$ cat src/rtl/display_scan_mux_pkg.sv
// ============================================================================
// display_scan_mux_pkg : shared constants and types for the 8-digit scan mux
// Revision : 1.0
// ============================================================================
`default_nettype none

package display_scan_mux_pkg;

  typedef logic [2:0] digit_idx_t;

  // Segment and anode drives are active-low, so "off" is all ones.
  localparam logic [6:0] SEG_OFF = 7'h7F;
  localparam logic [7:0] AN_OFF  = 8'hFF;

  // Hex digit to segments {g,f,e,d,c,b,a}, active-low.
  localparam logic [6:0] SEG_TABLE [16] = '{
    7'h40, 7'h79, 7'h24, 7'h30, 7'h19, 7'h12, 7'h02, 7'h78,
    7'h00, 7'h10, 7'h08, 7'h03, 7'h46, 7'h21, 7'h06, 7'h0E
  };

endpackage

`default_nettype wire

$ cat src/rtl/display_scan_mux_hex7_decode.sv
// ============================================================================
// hex7_decode : combinational hex nibble to active-low 7-segment pattern
// Revision : 1.0
// ============================================================================
`default_nettype none

module hex7_decode
  import display_scan_mux_pkg::*;
(
  input  logic [3:0] nibble,
  output logic [6:0] seg
);

  assign seg = SEG_TABLE[nibble];

endmodule

`default_nettype wire

$ cat src/rtl/display_scan_mux.sv
// ============================================================================
// display_scan_mux : 8-digit multiplexed 7-segment scanner with frame-aligned
//                    load handshake. Optional macro LEADING_ZERO_BLANK_EN.
// Revision : 1.0
// ============================================================================
`default_nettype none

module display_scan_mux
  import display_scan_mux_pkg::*;
#(
  parameter int REFRESH_DIV = 100000,
  parameter int NUM_DIGITS  = 8
) (
  input  logic                    clk,
  input  logic                    rst_n,
  input  logic                    load_valid,
  output logic                    load_ready,
  input  logic [4*NUM_DIGITS-1:0] load_data,
  input  logic [NUM_DIGITS-1:0]   digit_en,
  output logic [NUM_DIGITS-1:0]   an,
  output logic [6:0]              seg
);

  localparam int         CNT_W      = $clog2(REFRESH_DIV);
  localparam digit_idx_t LAST_DIGIT = digit_idx_t'(NUM_DIGITS - 1);

  logic [CNT_W-1:0]        r_presc;
  digit_idx_t              r_idx;
  logic [4*NUM_DIGITS-1:0] r_disp;
  logic [4*NUM_DIGITS-1:0] r_pend;
  logic                    r_pend_full;

  logic       w_tick;
  logic       w_wrap;
  logic       w_load_fire;
  logic       w_lz_blank;
  logic       w_blank;
  logic [3:0] w_nibble;
  logic [6:0] w_seg;

  assign w_tick      = (r_presc == CNT_W'(REFRESH_DIV - 1));
  assign w_wrap      = w_tick && (r_idx == LAST_DIGIT);
  assign load_ready  = ~r_pend_full;
  assign w_load_fire = load_valid && ~r_pend_full;

  always_ff @(posedge clk or negedge rst_n) begin
    if (!rst_n) begin
      r_presc <= '0;
      r_idx   <= '0;
    end else if (w_tick) begin
      r_presc <= '0;
      r_idx   <= r_idx + 1'b1;
    end else begin
      r_presc <= r_presc + 1'b1;
    end
  end

  // Pending only drains on a frame wrap, so one frame never shows two values.
  // A capture cannot coincide with a drain because ready is low while full.
  always_ff @(posedge clk or negedge rst_n) begin
    if (!rst_n) begin
      r_disp      <= '0;
      r_pend      <= '0;
      r_pend_full <= 1'b0;
    end else if (w_wrap && r_pend_full) begin
      r_disp      <= r_pend;
      r_pend_full <= 1'b0;
    end else if (w_load_fire) begin
      r_pend      <= load_data;
      r_pend_full <= 1'b1;
    end
  end

`ifdef LEADING_ZERO_BLANK_EN
  digit_idx_t w_msd;

  always_comb begin
    w_msd = '0;
    for (int i = 1; i < NUM_DIGITS; i++) begin
      if (r_disp[4*i +: 4] != 4'h0) w_msd = digit_idx_t'(i);
    end
  end

  assign w_lz_blank = (r_idx > w_msd);
`else
  assign w_lz_blank = 1'b0;
`endif

  assign w_blank  = ~digit_en[r_idx] | w_lz_blank;
  assign w_nibble = r_disp[4*r_idx +: 4];

  hex7_decode u_hex7_decode (
    .nibble (w_nibble),
    .seg    (w_seg)
  );

  always_ff @(posedge clk or negedge rst_n) begin
    if (!rst_n) begin
      an  <= AN_OFF;
      seg <= SEG_OFF;
    end else if (w_blank) begin
      an  <= AN_OFF;
      seg <= SEG_OFF;
    end else begin
      an  <= ~(NUM_DIGITS'(1) << r_idx);
      seg <= w_seg;
    end
  end

endmodule

`default_nettype wire
$ cat config.mk
export PLATFORM = sky130hd
export DESIGN_NAME = display_scan_mux
export DESIGN_NICKNAME = d
export VERILOG_FILES = /design/src/rtl/display_scan_mux_pkg.sv /design/src/rtl/display_scan_mux_hex7_decode.sv /design/src/rtl/display_scan_mux.sv
export SDC_FILE = /design/constraint.sdc
export NUM_CORES = 1
export LEC_CHECK = 0
export CAP_MARGIN = 40
export CORE_UTILIZATION = 40
export DETAILED_ROUTE_END_ITERATION = 8
export HOLD_SLACK_MARGIN = 0.02
export SLEW_MARGIN = 15
export SYNTH_ARGS = -nofsm -noshare
export SYNTH_HDL_FRONTEND = slang
export SYNTH_HIERARCHICAL = 1
export SYNTH_SLANG_ARGS = --single-unit
$ cat constraint.sdc
create_clock -name clk -period 6.5 [get_ports clk]
set_clock_uncertainty 0.2 [all_clocks]
set_input_delay 1.3 -clock clk [delete_from_list [all_inputs] [get_ports clk]]
set_output_delay 1.3 -clock clk [all_outputs]
set_load 0.01 [all_outputs]
# ---- Word-level counts from Yosys, hierarchy flattened
# Memory sizes are Yosys's and may differ from the RTL's.
# Cells that the tools add are included.
dict set report classes {
  add_sub_neg 2
  n_mul 0
  div_mod_pow 0
  magnitude_cmp 2
  eq_ne 2
  shifts 2
  muxes 9
  bitwise_logic 4
  reduce_logical 5
}
# operator count
set op_table {}
lappend op_table {{$shiftx 32x6->4} 1}
lappend op_table {{$mux 7} 3}
lappend op_table {{$add 17x1->17 const B} 1}
lappend op_table {{$eq 17x17->1 const B} 1}
lappend op_table {{$mux 17} 1}
lappend op_table {{$mux 8} 1}
lappend op_table {{$not 8->8} 1}
lappend op_table {{$shl 1x3->8 const A} 1}
lappend op_table {{$ge 5x5->1 const B} 1}
lappend op_table {{$not 4->5} 1}
lappend op_table {{$lt 3x4->1 const B} 1}
lappend op_table {{$add 3x1->3 const B} 1}
lappend op_table {{$bmux 1 s3} 1}
lappend op_table {{$eq 3x3->1 const B} 1}
lappend op_table {{$logic_and 1x1->1} 3}
lappend op_table {{$mux 1} 3}
lappend op_table {{$not 1->1} 2}
lappend op_table {{$reduce_and 2->1} 1}
lappend op_table {{$reduce_bool 2->1} 1}
dict set report word_totals {
  regBits 100
  latchBits 0
  mem_bits_rw 0
  rom_bits 112
  in_bits 43
  output_inout_bits 16
  wordCells 34
  n_memories 1
}
# memory words width rd rd_ports_with_merged_regs write_ports line
set mem_list {}
lappend mem_list {{(name not given)} 16 7 1 0 0 display_scan_mux_hex7_decode.sv:14} ;# assign seg = SEG_TABLE[nibble];

# ---- Longest topological paths before layout
# Gate-level depths: netlist of run 1.
dict set report logic_depth {
  depth_word 6
  ltp_mapped 10
}

# ---- Cells and area by module
# The synthesis of run 1 kept the hierarchy.
# module instances cells_each area_per_inst_um2 seq_area_each_um2
set by_module_without_submodules {}
lappend by_module_without_submodules {display_scan_mux 1 290 4290.4 2521.2}
lappend by_module_without_submodules {hex7_decode 1 35 271.5 0.0}

# ---- Least setup slack after synthesis of run 1
# OpenSTA, ideal clock, no wires.
dict set report synth_path {
  kind {input to register}
  startpoint {input port load_valid}
  endpoint {register r_pend[10]}
  setup_ns 0.125
  arrival_time_ns 2.293
  required_ns 6.175
  path_slack_ns 3.882
  path_stages 4
  cell_sequence {nor2b_1 clkbuf_1 buf_1 mux2_2}
}
dict set report synth_between {
  elab_chain_len 2
}
# item line
set synth_rtl {}
lappend synth_rtl {{start: declaration} display_scan_mux.sv:16} ;# input logic load_valid,
lappend synth_rtl {{$logic_and 1x1->1} display_scan_mux.sv:44} ;# assign w_load_fire = load_valid && ~r_pend_full;
lappend synth_rtl {{$reduce_and 2->1 (no source line)} --}
lappend synth_rtl {{end signal: assignment} display_scan_mux.sv:69} ;# r_pend <= load_data;
lappend synth_rtl {{end: declaration} display_scan_mux.sv:30} ;# logic [4*NUM_DIGITS-1:0] r_pend;
# No other way between the ends.
# A chain may end at the register's enable or synchronous reset.

# ---- Worst setup path in the final report of run 1
dict set report layout_path {
  startpoint {register r_presc[11]}
  endpoint {register r_disp[0]}
}
dict set report layout_between {
  elab_chain_len 3
}
# item line
set layout_rtl {}
lappend layout_rtl {{start: declaration} display_scan_mux.sv:27} ;# logic [CNT_W-1:0] r_presc;
lappend layout_rtl {{start signal: assignment} display_scan_mux.sv:54} ;# r_presc <= r_presc + 1'b1;
lappend layout_rtl {{$eq 17x17->1} display_scan_mux.sv:41} ;# assign w_tick = (r_presc == CNT_W'(REFRESH_DIV - 1));
lappend layout_rtl {{$logic_and 1x1->1} display_scan_mux.sv:42} ;# assign w_wrap = w_tick && (r_idx == LAST_DIGIT);
lappend layout_rtl {{$logic_and 1x1->1} display_scan_mux.sv:65} ;# end else if (w_wrap && r_pend_full) begin
lappend layout_rtl {{end signal: assignment} display_scan_mux.sv:66} ;# r_disp <= r_pend;
lappend layout_rtl {{end: declaration} display_scan_mux.sv:29} ;# logic [4*NUM_DIGITS-1:0] r_disp;
# No other way between the ends.

==> flow_metrics.tcl, run 1 <==
set metrics [dict create \
    syn_nets 382 \
    coreArea_sq_um 10980 \
    criticalPathCategory "flip-flop to flip-flop" \
    yosysSeqAreaShare_pct 55.27 \
    h-tree-depth 3 \
    cts_made_buffers 9 \
    critPathRequiredTime_ns 6.52 \
    max-slew-margin-rel_pct 50.88 \
    power.net_switching_mw 0.2602 \
    drt-initial-drc-count 72 \
    tritoncts "built" \
    min_period_over_period_pct 48.55 \
    crit_start "r_presc[11]$_DFF_PN0_" \
    max-cap-violations 0 \
    worst_path_largest_cell_delay_ns 0.68 \
    r2r_cells 5 \
    final_common_cell "dfrtp_1" \
    postSynthCellCount 325 \
    die_height_um 108.8 \
    critPathSlowestCell "nor4_4" \
    cts.path.max_buffers 2 \
    firstDrtPassIters 4 \
    wl_per_cell_um 14.07 \
    wl_mm 7.427 \
    die_x_um 108.8 \
    grt_max_degree 47 \
    gr-usage-all-layers_pct 14.59 \
    crit_end "r_disp[0]$_DFFE_PN0P_" \
    p_leak_nw 2.452 \
    start_util_pct 41.54 \
    synth_cell_type_count 48 \
    rrSetupSlack_ns 3.34 \
    grt_pass1_vias 2637 \
    diodes 0 \
    grt_setup_unrepaired "no" \
    drc 0 \
    path_cells "or4_4 > nor4_4 > and3_2 > buf_16 > mux2_2" \
    ios 59 \
    post-cts-setup-buffers 0 \
    power_mw 1.238 \
    fin_cells 528 \
    slew_viol_final 0 \
    ant_nets 0 \
    r2r_start "r_presc[11]$_DFF_PN0_" \
    arrival_ns 3.18 \
    layout_common_cells "dfrtp_1 (85), clkdlybuf4s50_1 (57), mux2_2 (36), nand2_1 (27), mux2_4 (20)" \
    cts_root_buf "clkbuf_16" \
    power.internal_mw 0.9779 \
    grt_pass1_wl_mm 13.10 \
    place_hpwl_mm 5.302 \
    clk_pin_slew_worst_paths_ns 0.07 \
    max_freq_mhz 316.9 \
    switching_share_pct 21.02 \
    syn-cell-area_sq_um 4562 \
    die_area_sq_um 11840 \
    place.port_buffers 58 \
    worst_hold_path_type "flip-flop to flip-flop" \
    worst_slew_pin_slew_ns 0.7313 \
    comb_power_share_pct 5.7 \
    min_period_ns 3.156 \
    cts.sinks 100 \
    power.share.clock_pct 40.8 \
    syn_area_per_cell_sq_um 14.04 \
    ctsResizeCount 0 \
    endpoint_kind "flip-flop" \
    rows 38 \
    start_kind "flip-flop" \
    power.density_nw_per_um2 221.8 \
    ys_seq_elements 100 \
    grt-ovfl-total 0 \
    yosys_warnings 6 \
    via_per_inst 4.920 \
    dp.cells 512 \
    finalSetupViolCount 0 \
    area_delta_synth_final_pct 22.38 \
    hold_buffers 0 \
    place_congestion 0.7479 \
    timing.rr.end "r_disp[0]$_DFFE_PN0P_" \
    p_seq_share_pct 53.5 \
    clkLatencyLatePin_ns 0.34 \
    crit_path_max_fanout 21 \
    drive_above_1_share_pct 30.15 \
    vias 2598 \
    tns_ns 0 \
    antenna_found_initial 0 \
    final_hold_viol_count 0 \
    status "finished, final reports clean" \
    finalNetCount 441 \
    ir_drop_v 0.0001118 \
]
power groups by stage:
stage | Combinational, mW | Clock, mW | Sequential, mW
finish | 0.0703 | 0.505 | 0.663
CTS | 0.0723 | 0.521 | 0.663
detailed placement | 0.0721 | 0 | 0.675
global placement | 0.0684 | 0 | 0.675
floorplan | 0.0240 | 0 | 0.671
global route | 0.0783 | 0.548 | 0.666
how the worst min path moves through the flow:
stage	cells after the start	startpoint	slack, ns	endpoint
finish	1	r_disp[22]$_DFFE_PN0P_	0.28	r_disp[22]$_DFFE_PN0P_
floorplan	1	r_disp[24]$_DFFE_PN0P_	0.25	r_disp[24]$_DFFE_PN0P_
detailed placement	1	r_disp[30]$_DFFE_PN0P_	0.27	r_disp[30]$_DFFE_PN0P_
CTS	1	r_disp[30]$_DFFE_PN0P_	0.28	r_disp[30]$_DFFE_PN0P_
global route	1	r_disp[30]$_DFFE_PN0P_	0.30	r_disp[30]$_DFFE_PN0P_
global placement	1	r_disp[22]$_DFFE_PN0P_	0.26	r_disp[22]$_DFFE_PN0P_
through the flow:
stage / worst slack (ns) / util (%) / area, sq um / hold slack [ns]
6_report: 3.344 / 50.83 / 5583 / 0.2832
5_1_grt: 3.144 / 50.83 / 5583 / 0.2962
4_1_cts: 3.284 / 50.58 / 5555 / 0.2841
3_5_place_dp: 3.296 / 47.97 / 5269 / 0.2691
3_3_place_gp: 3.156 / 47.47 / 5214 / 0.2619
2_1_floorplan: 3.882 / - / 4562 / 0.2524
synthesized netlist by cell type, drive strengths merged:
library cell,instances,area (sq um)
nor2b,2,12.51
clkbuf,5,18.77
mux4,10,225.2
dfrtp,85,2127
nor2,13,48.80
nand2,28,112.6
or4,1,11.26
nor3,1,5.000
mux2i,2,20.02
and2,3,18.77
nand3b,1,7.510
nand4b,1,8.760
and4,1,8.760
nand3,7,35.03
dfstp,15,394.1
a31oi,1,6.260
o22ai,2,18.77
or4bb,1,11.26
and3,3,18.77
o211ai,1,7.510
xor2,9,78.83
buf,10,101.3
o21a,2,15.01
a21oi,1,5.000
or2b,1,7.510
o21ai,9,48.80
or2,8,50.05
inv,8,32.54
mux2,65,807.0
xnor2,6,52.55
nor4,3,33.78
nand4,6,37.54
ha,14,175.2
flip-flops by register name, summed over array words and instances (netlist names):
| signal | cells |
|---|---|
| r_pend_full | 1 |
| r_disp | 32 |
| seg | 7 |
| r_presc | 17 |
| r_idx | 3 |
| an | 8 |
| r_pend | 32 |
cell families after synthesis:
family,Yosys count,synth area share [%]
flops,100,55.27
simple gates,80,9.380
compound gates,16,2.222
fa+ha+maj,14,3.840
mux,77,23.07
buf+inv,23,3.346
xor+xnor,15,2.880
worst max-delay path, delay by kind of cell, from the launching register on:
kind | cells | cell delay (ns)
flip-flops | 1 | 0.42
AND/OR/NAND/NOR | 3 | 1.84
buffers and inverters | 1 | 0.24
multiplexers | 1 | 0.34
per-layer routing:
| metal | global-route usage [%] | vias to the layer above | share of wire, % |
|---|---|---|---|
| met3 | 3.168 | 10 | 4.2 |
| met1 | 20.27 | 1272 | 49 |
| li1 | - | 1254 | - |
| met5 | 0 | - | 0 |
| met4 | 5.792 | 0 | 1.6 |
| met2 | 22.29 | 62 | 46 |
area by class of cell:
class	count	area [sq um]
well taps	140	175.2
multi-input cells	202	1892
flip-flops and latches	100	2521
clock inverters	4	33.78
repair buffers	63	675.6
clock buffers	11	252.7
fillers	984	5400
inverters	8	32.53
No activity file was read; power rests on OpenSTA's default activity.
==> inputs of run 2 (changes only) <==
==> constraint.sdc (replaced) <==
create_clock -name clk -period 3 [get_ports clk]
set_clock_uncertainty 0.2 [all_clocks]
set_input_delay 0.6 -clock clk [delete_from_list [all_inputs] [get_ports clk]]
set_output_delay 0.6 -clock clk [all_outputs]
set_load 0.01 [all_outputs]
==> run 2 against run 1 <==
Net effect:
- fmax up 20%
- combinational power up 110%
- clock power up 140%
- critical path type unchanged
- global-route usage up 1.0 points
- worst hold slack worse by 0.25 ns
- routed wire length up 7.2%
- first-iteration DRC count down 21%
- register-to-register slack worse by 3.0 ns
- non-clock buffer count up 4
==> flow_metrics.tcl, run 2 (synthesis gave the netlist of run 1 again) <==
set metrics [dict create \
    start_util_pct 41.54 \
    vias 2580 \
    clk_pin_slew_worst_paths_ns 0.07 \
    finalNetCount 445 \
    hold_buffers 0 \
    ctsResizeCount 0 \
    timing.rr.end "seg[3]$_DFF_PN1_" \
    finalSetupViolCount 0 \
    max-slew-margin-rel_pct 65.60 \
    clkLatencyLatePin_ns 0.34 \
    grt_pass1_wl_mm 13.70 \
    rows 38 \
    criticalPathCategory "flip-flop to flip-flop" \
    h-tree-depth 3 \
    grt-ovfl-total 0 \
    grt_setup_unrepaired "no" \
    drt-initial-drc-count 57 \
    grt_pass1_vias 2726 \
    fillCellCount 968 \
    p_leak_nw 2.473 \
    cts.sinks 100 \
    wl_per_cell_um 14.94 \
    gr-usage-all-layers_pct 15.59 \
    path_cells "mux4_2 > nand2_1 > nand2_1 > ha_1 > or2_1 > a21oi_1 > a31oi_1 > or2_2" \
    r2r_cells 8 \
    ir_drop_v 0.0003116 \
    diodes 0 \
    worst_slew_pin_slew_ns 0.5160 \
    die_area_sq_um 11840 \
    via_per_inst 4.841 \
    firstDrtPassIters 4 \
    cts_made_buffers 9 \
    post-cts-setup-buffers 0 \
    tritoncts "built" \
    power_mw 2.798 \
    place_congestion 0.7771 \
    path_common_cell "nand2_1" \
    rrSetupSlack_ns 0.38 \
    ios 59 \
    multi_input_comb_area_sq_um 1892 \
    antenna_found_initial 0 \
    max_freq_mhz 381.4 \
    min_period_ns 2.622 \
    max-cap-violations 0 \
    critPathSlowestCell "dfrtp_1" \
    power.density_nw_per_um2 498.5 \
    die_height_um 108.8 \
    place.port_buffers 58 \
    drive_above_1_share_pct 31.04 \
    die_x_um 108.8 \
    drc 0 \
    crit_path_max_fanout 8 \
    final_hold_viol_count 0 \
    worst_path_largest_cell_delay_ns 0.60 \
    wl_mm 7.964 \
    r2r_start "r_idx[0]$_DFFE_PN0N_" \
    dp_slack_ns 0.3631 \
    min_period_over_period_pct 87.39 \
    timing.final.ws_setup_ns 0.3784 \
    critPathRequiredTime_ns 3.06 \
    endpoint_kind "flip-flop" \
    cts.path.max_buffers 2 \
    grt_max_degree 42 \
    arrival_ns 2.68 \
    status "finished, final reports clean" \
    coreArea_sq_um 10980 \
    area_delta_synth_final_pct 23.04 \
    tns_ns 0 \
    top_regs "r_disp: 32 flops, r_pend: 32 flops, r_presc: 17 flops" \
    start_kind "flip-flop" \
    place_hpwl_mm 5.858 \
    worst_hold_path_type "primary input to async pin" \
    cts_root_buf "clkbuf_16" \
    layout_common_cells "dfrtp_1 (85), clkdlybuf4s50_1 (57), mux2_2 (36), nand2_1 (27), mux2_4 (20)" \
    ant_nets 0 \
    final_common_cell "dfrtp_1" \
    seqCellArea_sq_um 2521 \
    slew_viol_final 0 \
]
==> run 2: cell types whose count changed in the layout (fill, tap and decap cells not counted) <==
cell        previous run  this run
buf_12                 0         2
buf_16                 3         0
buf_4                  3         8
bufinv_16              0         1
clkbuf_8               2         3
clkinv_2               1         0
clkinv_4               2         1
clkinvlp_4             0         1
inv_6                  0         1
inv_8                  1         0
==> run 2: per-stage QoR <==
stage / cell area, sq um / instances / util [%] / hold WS [ns]
finish: 5613 / 533 / 51.11 / 0.03227
global route: 5613 / 533 / 51.11 / 0.05421
CTS: 5613 / 533 / 51.11 / 0.03809
detailed placement: 5291 / 517 / 48.18 / 0.2717
global placement: 5291 / 517 / 48.18 / 0.2646
floorplan: 4562 / 325 / - / 0.1044
==> run 2: per-layer routing <==
layer  share of wire (%)  vias up  GRT usage, %  wire length (um)
met5                   0        -             0                 0
met4                 1.0        0         4.923                82
met3                 5.0        8         5.320               401
met2                  47       57         25.09              3779
met1                  46     1263         19.78              3700
li1                    -     1252             -                 -
==> run 2: power breakdown <==
group,internal (mW),total [mW],switching (mW)
combinational,0.100,0.151,0.0506
clock,0.719,1.21,0.490
sequential,1.41,1.44,0.0313
total,2.23,2.80,0.572
==> run 2: layout make-up <==
cell class / count / area share (%)
inverters: 8 / 0.5796
well taps: 140 / 3.121
multi-input cells: 202 / 33.70
flip-flops and latches: 100 / 44.92
clock buffers: 12 / 4.748
clock inverters: 4 / 0.9808
repair buffers: 67 / 11.95
==> run 2: critical path, delay by kind of cell (launching register included) <==
kind	cells	cell delay, ns
adders and majority gates	1	0.25
and+or+nand+nor	4	0.76
muxes	1	0.55
AOI/OAI and AO/OA	2	0.18
DFF	1	0.60
==> run 2: worst max-delay path by stage <==
stage                               from                to  cells after the start  slack [ns]
CTS                 r_idx[0]$_DFFE_PN0N_  seg[0]$_DFF_PN1_                      8        0.34
finish              r_idx[0]$_DFFE_PN0N_  seg[3]$_DFF_PN1_                      8        0.38
floorplan           r_idx[0]$_DFFE_PN0N_  seg[0]$_DFF_PN1_                      9        0.45
detailed placement  r_idx[0]$_DFFE_PN0N_  seg[0]$_DFF_PN1_                      8        0.36
global placement    r_idx[0]$_DFFE_PN0N_  seg[3]$_DFF_PN1_                      8        0.42
global route        r_idx[0]$_DFFE_PN0N_  seg[4]$_DFF_PN1_                      7        0.19
==> inputs of run 3 (changes only) <==
--- a/config.mk
+++ b/config.mk
@@ -6,9 +6,12 @@
 export NUM_CORES = 1
 export LEC_CHECK = 0
 export CAP_MARGIN = 40
-export CORE_UTILIZATION = 40
+export CELL_PAD_IN_SITES_DETAIL_PLACEMENT = 2
+export CELL_PAD_IN_SITES_GLOBAL_PLACEMENT = 2
+export CORE_UTILIZATION = 39
 export DETAILED_ROUTE_END_ITERATION = 8
 export HOLD_SLACK_MARGIN = 0.02
+export PLACE_DENSITY_LB_ADDON = 0.1
 export SLEW_MARGIN = 15
 export SYNTH_ARGS = -nofsm -noshare
 export SYNTH_HDL_FRONTEND = slang
==> run 3 against run 2 <==
Net effect:
- clock power decreased by 7%
- die area increased by 2.5%
- via count increased by 6.1%
- count of clock-buffer cells in the layout decreased by 3
- critical path type unchanged
- highest routed layer unchanged
==> flow_metrics.tcl, run 3 (synthesis gave the netlist of run 1 again) <==
set metrics [dict create \
    crit_path_max_fanout 7 \
    antenna_found_initial 0 \
    power.internal_mw 2.090 \
    ir_drop_v 0.0004265 \
    top_regs "r_disp: 32 flops, r_pend: 32 flops, r_presc: 17 flops" \
    die_area_sq_um 12130 \
    status "finished, final reports clean" \
    dp_slack_ns 0.3548 \
    endpoint_kind "flip-flop" \
    grt_pass1_wl_mm 16.30 \
    post-cts-setup-buffers 0 \
    timing.final.ws_setup_ns 0.3638 \
    tritoncts "built" \
    min_period_ns 2.636 \
    grt_max_degree 47 \
    vias 2738 \
    power.share.clock_pct 41.4 \
    cts.path.max_buffers 2 \
    start_util_pct 39.95 \
    clk_pin_slew_worst_paths_ns 0.07 \
    finalNetCount 448 \
    diodes 0 \
    place_congestion 0.7358 \
    arrival_ns 2.71 \
    grt-ovfl-total 0 \
    power.net_switching_mw 0.6303 \
    start_kind "flip-flop" \
    p_seq_share_pct 52.9 \
    place.port_buffers 58 \
    comb_power_share_pct 5.7 \
    die_height_um 110.2 \
    grt_setup_unrepaired "no" \
    critPathRequiredTime_ns 3.08 \
    area_delta_synth_final_pct 22.98 \
    criticalPathCategory "flip-flop to flip-flop" \
    wl_mm 9.947 \
    ctsResizeCount 0 \
    drc 0 \
    max-slew-margin-rel_pct 59.47 \
    max_freq_mhz 379.3 \
    cts_root_buf "clkbuf_16" \
    p_leak_nw 2.477 \
    finalSetupViolCount 0 \
    clkLatencyLatePin_ns 0.36 \
    switching_share_pct 23.17 \
    worst_slew_pin_slew_ns 0.6079 \
    fillCellCount 1110 \
    min_period_over_period_pct 87.87 \
    rows 39 \
    power.density_nw_per_um2 484.9 \
    die_x_um 110.2 \
    worst_hold_path_type "primary input to async pin" \
    h-tree-depth 3 \
    final_common_cell "dfrtp_1" \
    final_hold_viol_count 0 \
    wl_per_cell_um 18.45 \
    max-cap-violations 0 \
    tns_ns 0 \
    ant_nets 0 \
    hold_buffers 0 \
    grt_pass1_vias 3148 \
    cts_made_buffers 9 \
    cts.sinks 100 \
    drt-initial-drc-count 84 \
    drive_above_1_share_pct 31.57 \
    ios 59 \
    layout_common_cells "dfrtp_1 (85), clkdlybuf4s50_1 (57), mux2_2 (36), nand2_1 (27), mux2_4 (20)" \
    coreArea_sq_um 11420 \
    slew_viol_final 0 \
    via_per_inst 5.080 \
    firstDrtPassIters 4 \
    gr-usage-all-layers_pct 18.65 \
    place_hpwl_mm 7.372 \
]
[run 3: stage by stage]
stage	util, %	hold WS, ns	cells	instance area [sq um]	power [mW]
floorplan	-	0.1044	325	4562	1.505
global placement	46.57	0.2691	523	5318	1.614
detailed placement	46.57	0.2863	523	5318	1.625
CTS	49.13	0.06093	539	5610	2.767
global route	49.13	0.07666	539	5610	2.828
finish	49.13	0.04924	539	5610	2.720
[run 3: area by class of cell]
type / instances / area [sq um] / share of cell area, %
inverter: 8 / 32.53 / 0.5798
timing repair buffer: 70 / 693.2 / 12.36
tap: 143 / 178.9 / 3.189
clock buffer: 9 / 225.2 / 4.014
clock inverter: 7 / 67.56 / 1.204
multi-input combinational: 202 / 1892 / 33.72
sequential: 100 / 2521 / 44.94
[run 3: worst max-delay path: stages, from the launching register on]
cell and delay (ns):
dfrtp_1 0.57, mux4_2 0.58, nand2_1 0.08, nand2_1 0.15, ha_1 0.25, or2b_1 0.24
o211ai_1 0.09, o21ai_1 0.09, or2_2 0.30
[run 3: power groups by stage]
| stage | Sequential (mW) | Clock, mW | Combinational (mW) |
|---|---|---|---|
| CTS | 1.44 | 1.17 | 0.161 |
| detailed placement | 1.47 | 0 | 0.160 |
| global route | 1.45 | 1.21 | 0.173 |
| floorplan | 1.45 | 0 | 0.0520 |
| finish | 1.44 | 1.13 | 0.156 |
| global placement | 1.46 | 0 | 0.152 |
[run 3: layer usage]
metal / part of all wire [%] / global-route usage, % / vias up
met5: 0 / 0 / -
met4: 2.2 / 8.083 / 0
met3: 3.2 / 4.821 / 14
met2: 52 / 32.90 / 50
met1: 42 / 21.33 / 1403
li1: - / - / 1271
[run 3: path summary, 6_finish.rpt]
path / depth (start not counted) / slack, ns / end / start
min: 1 / 0.05 / r_presc[12]$_DFF_PN0_ / rst_n
max reg2reg: 8 / 0.36 / seg[0]$_DFF_PN1_ / r_idx[0]$_DFFE_PN0N_
max in group asynchronous: 2 / 1.73 / r_presc[16]$_DFF_PN0_ / rst_n
min in group clk: 1 / 0.30 / r_disp[28]$_DFFE_PN0P_ / r_disp[28]$_DFFE_PN0P_
max: 8 / 0.36 / seg[0]$_DFF_PN1_ / r_idx[0]$_DFFE_PN0N_
min reg2reg: 1 / 0.30 / r_disp[28]$_DFFE_PN0P_ / r_disp[28]$_DFFE_PN0P_
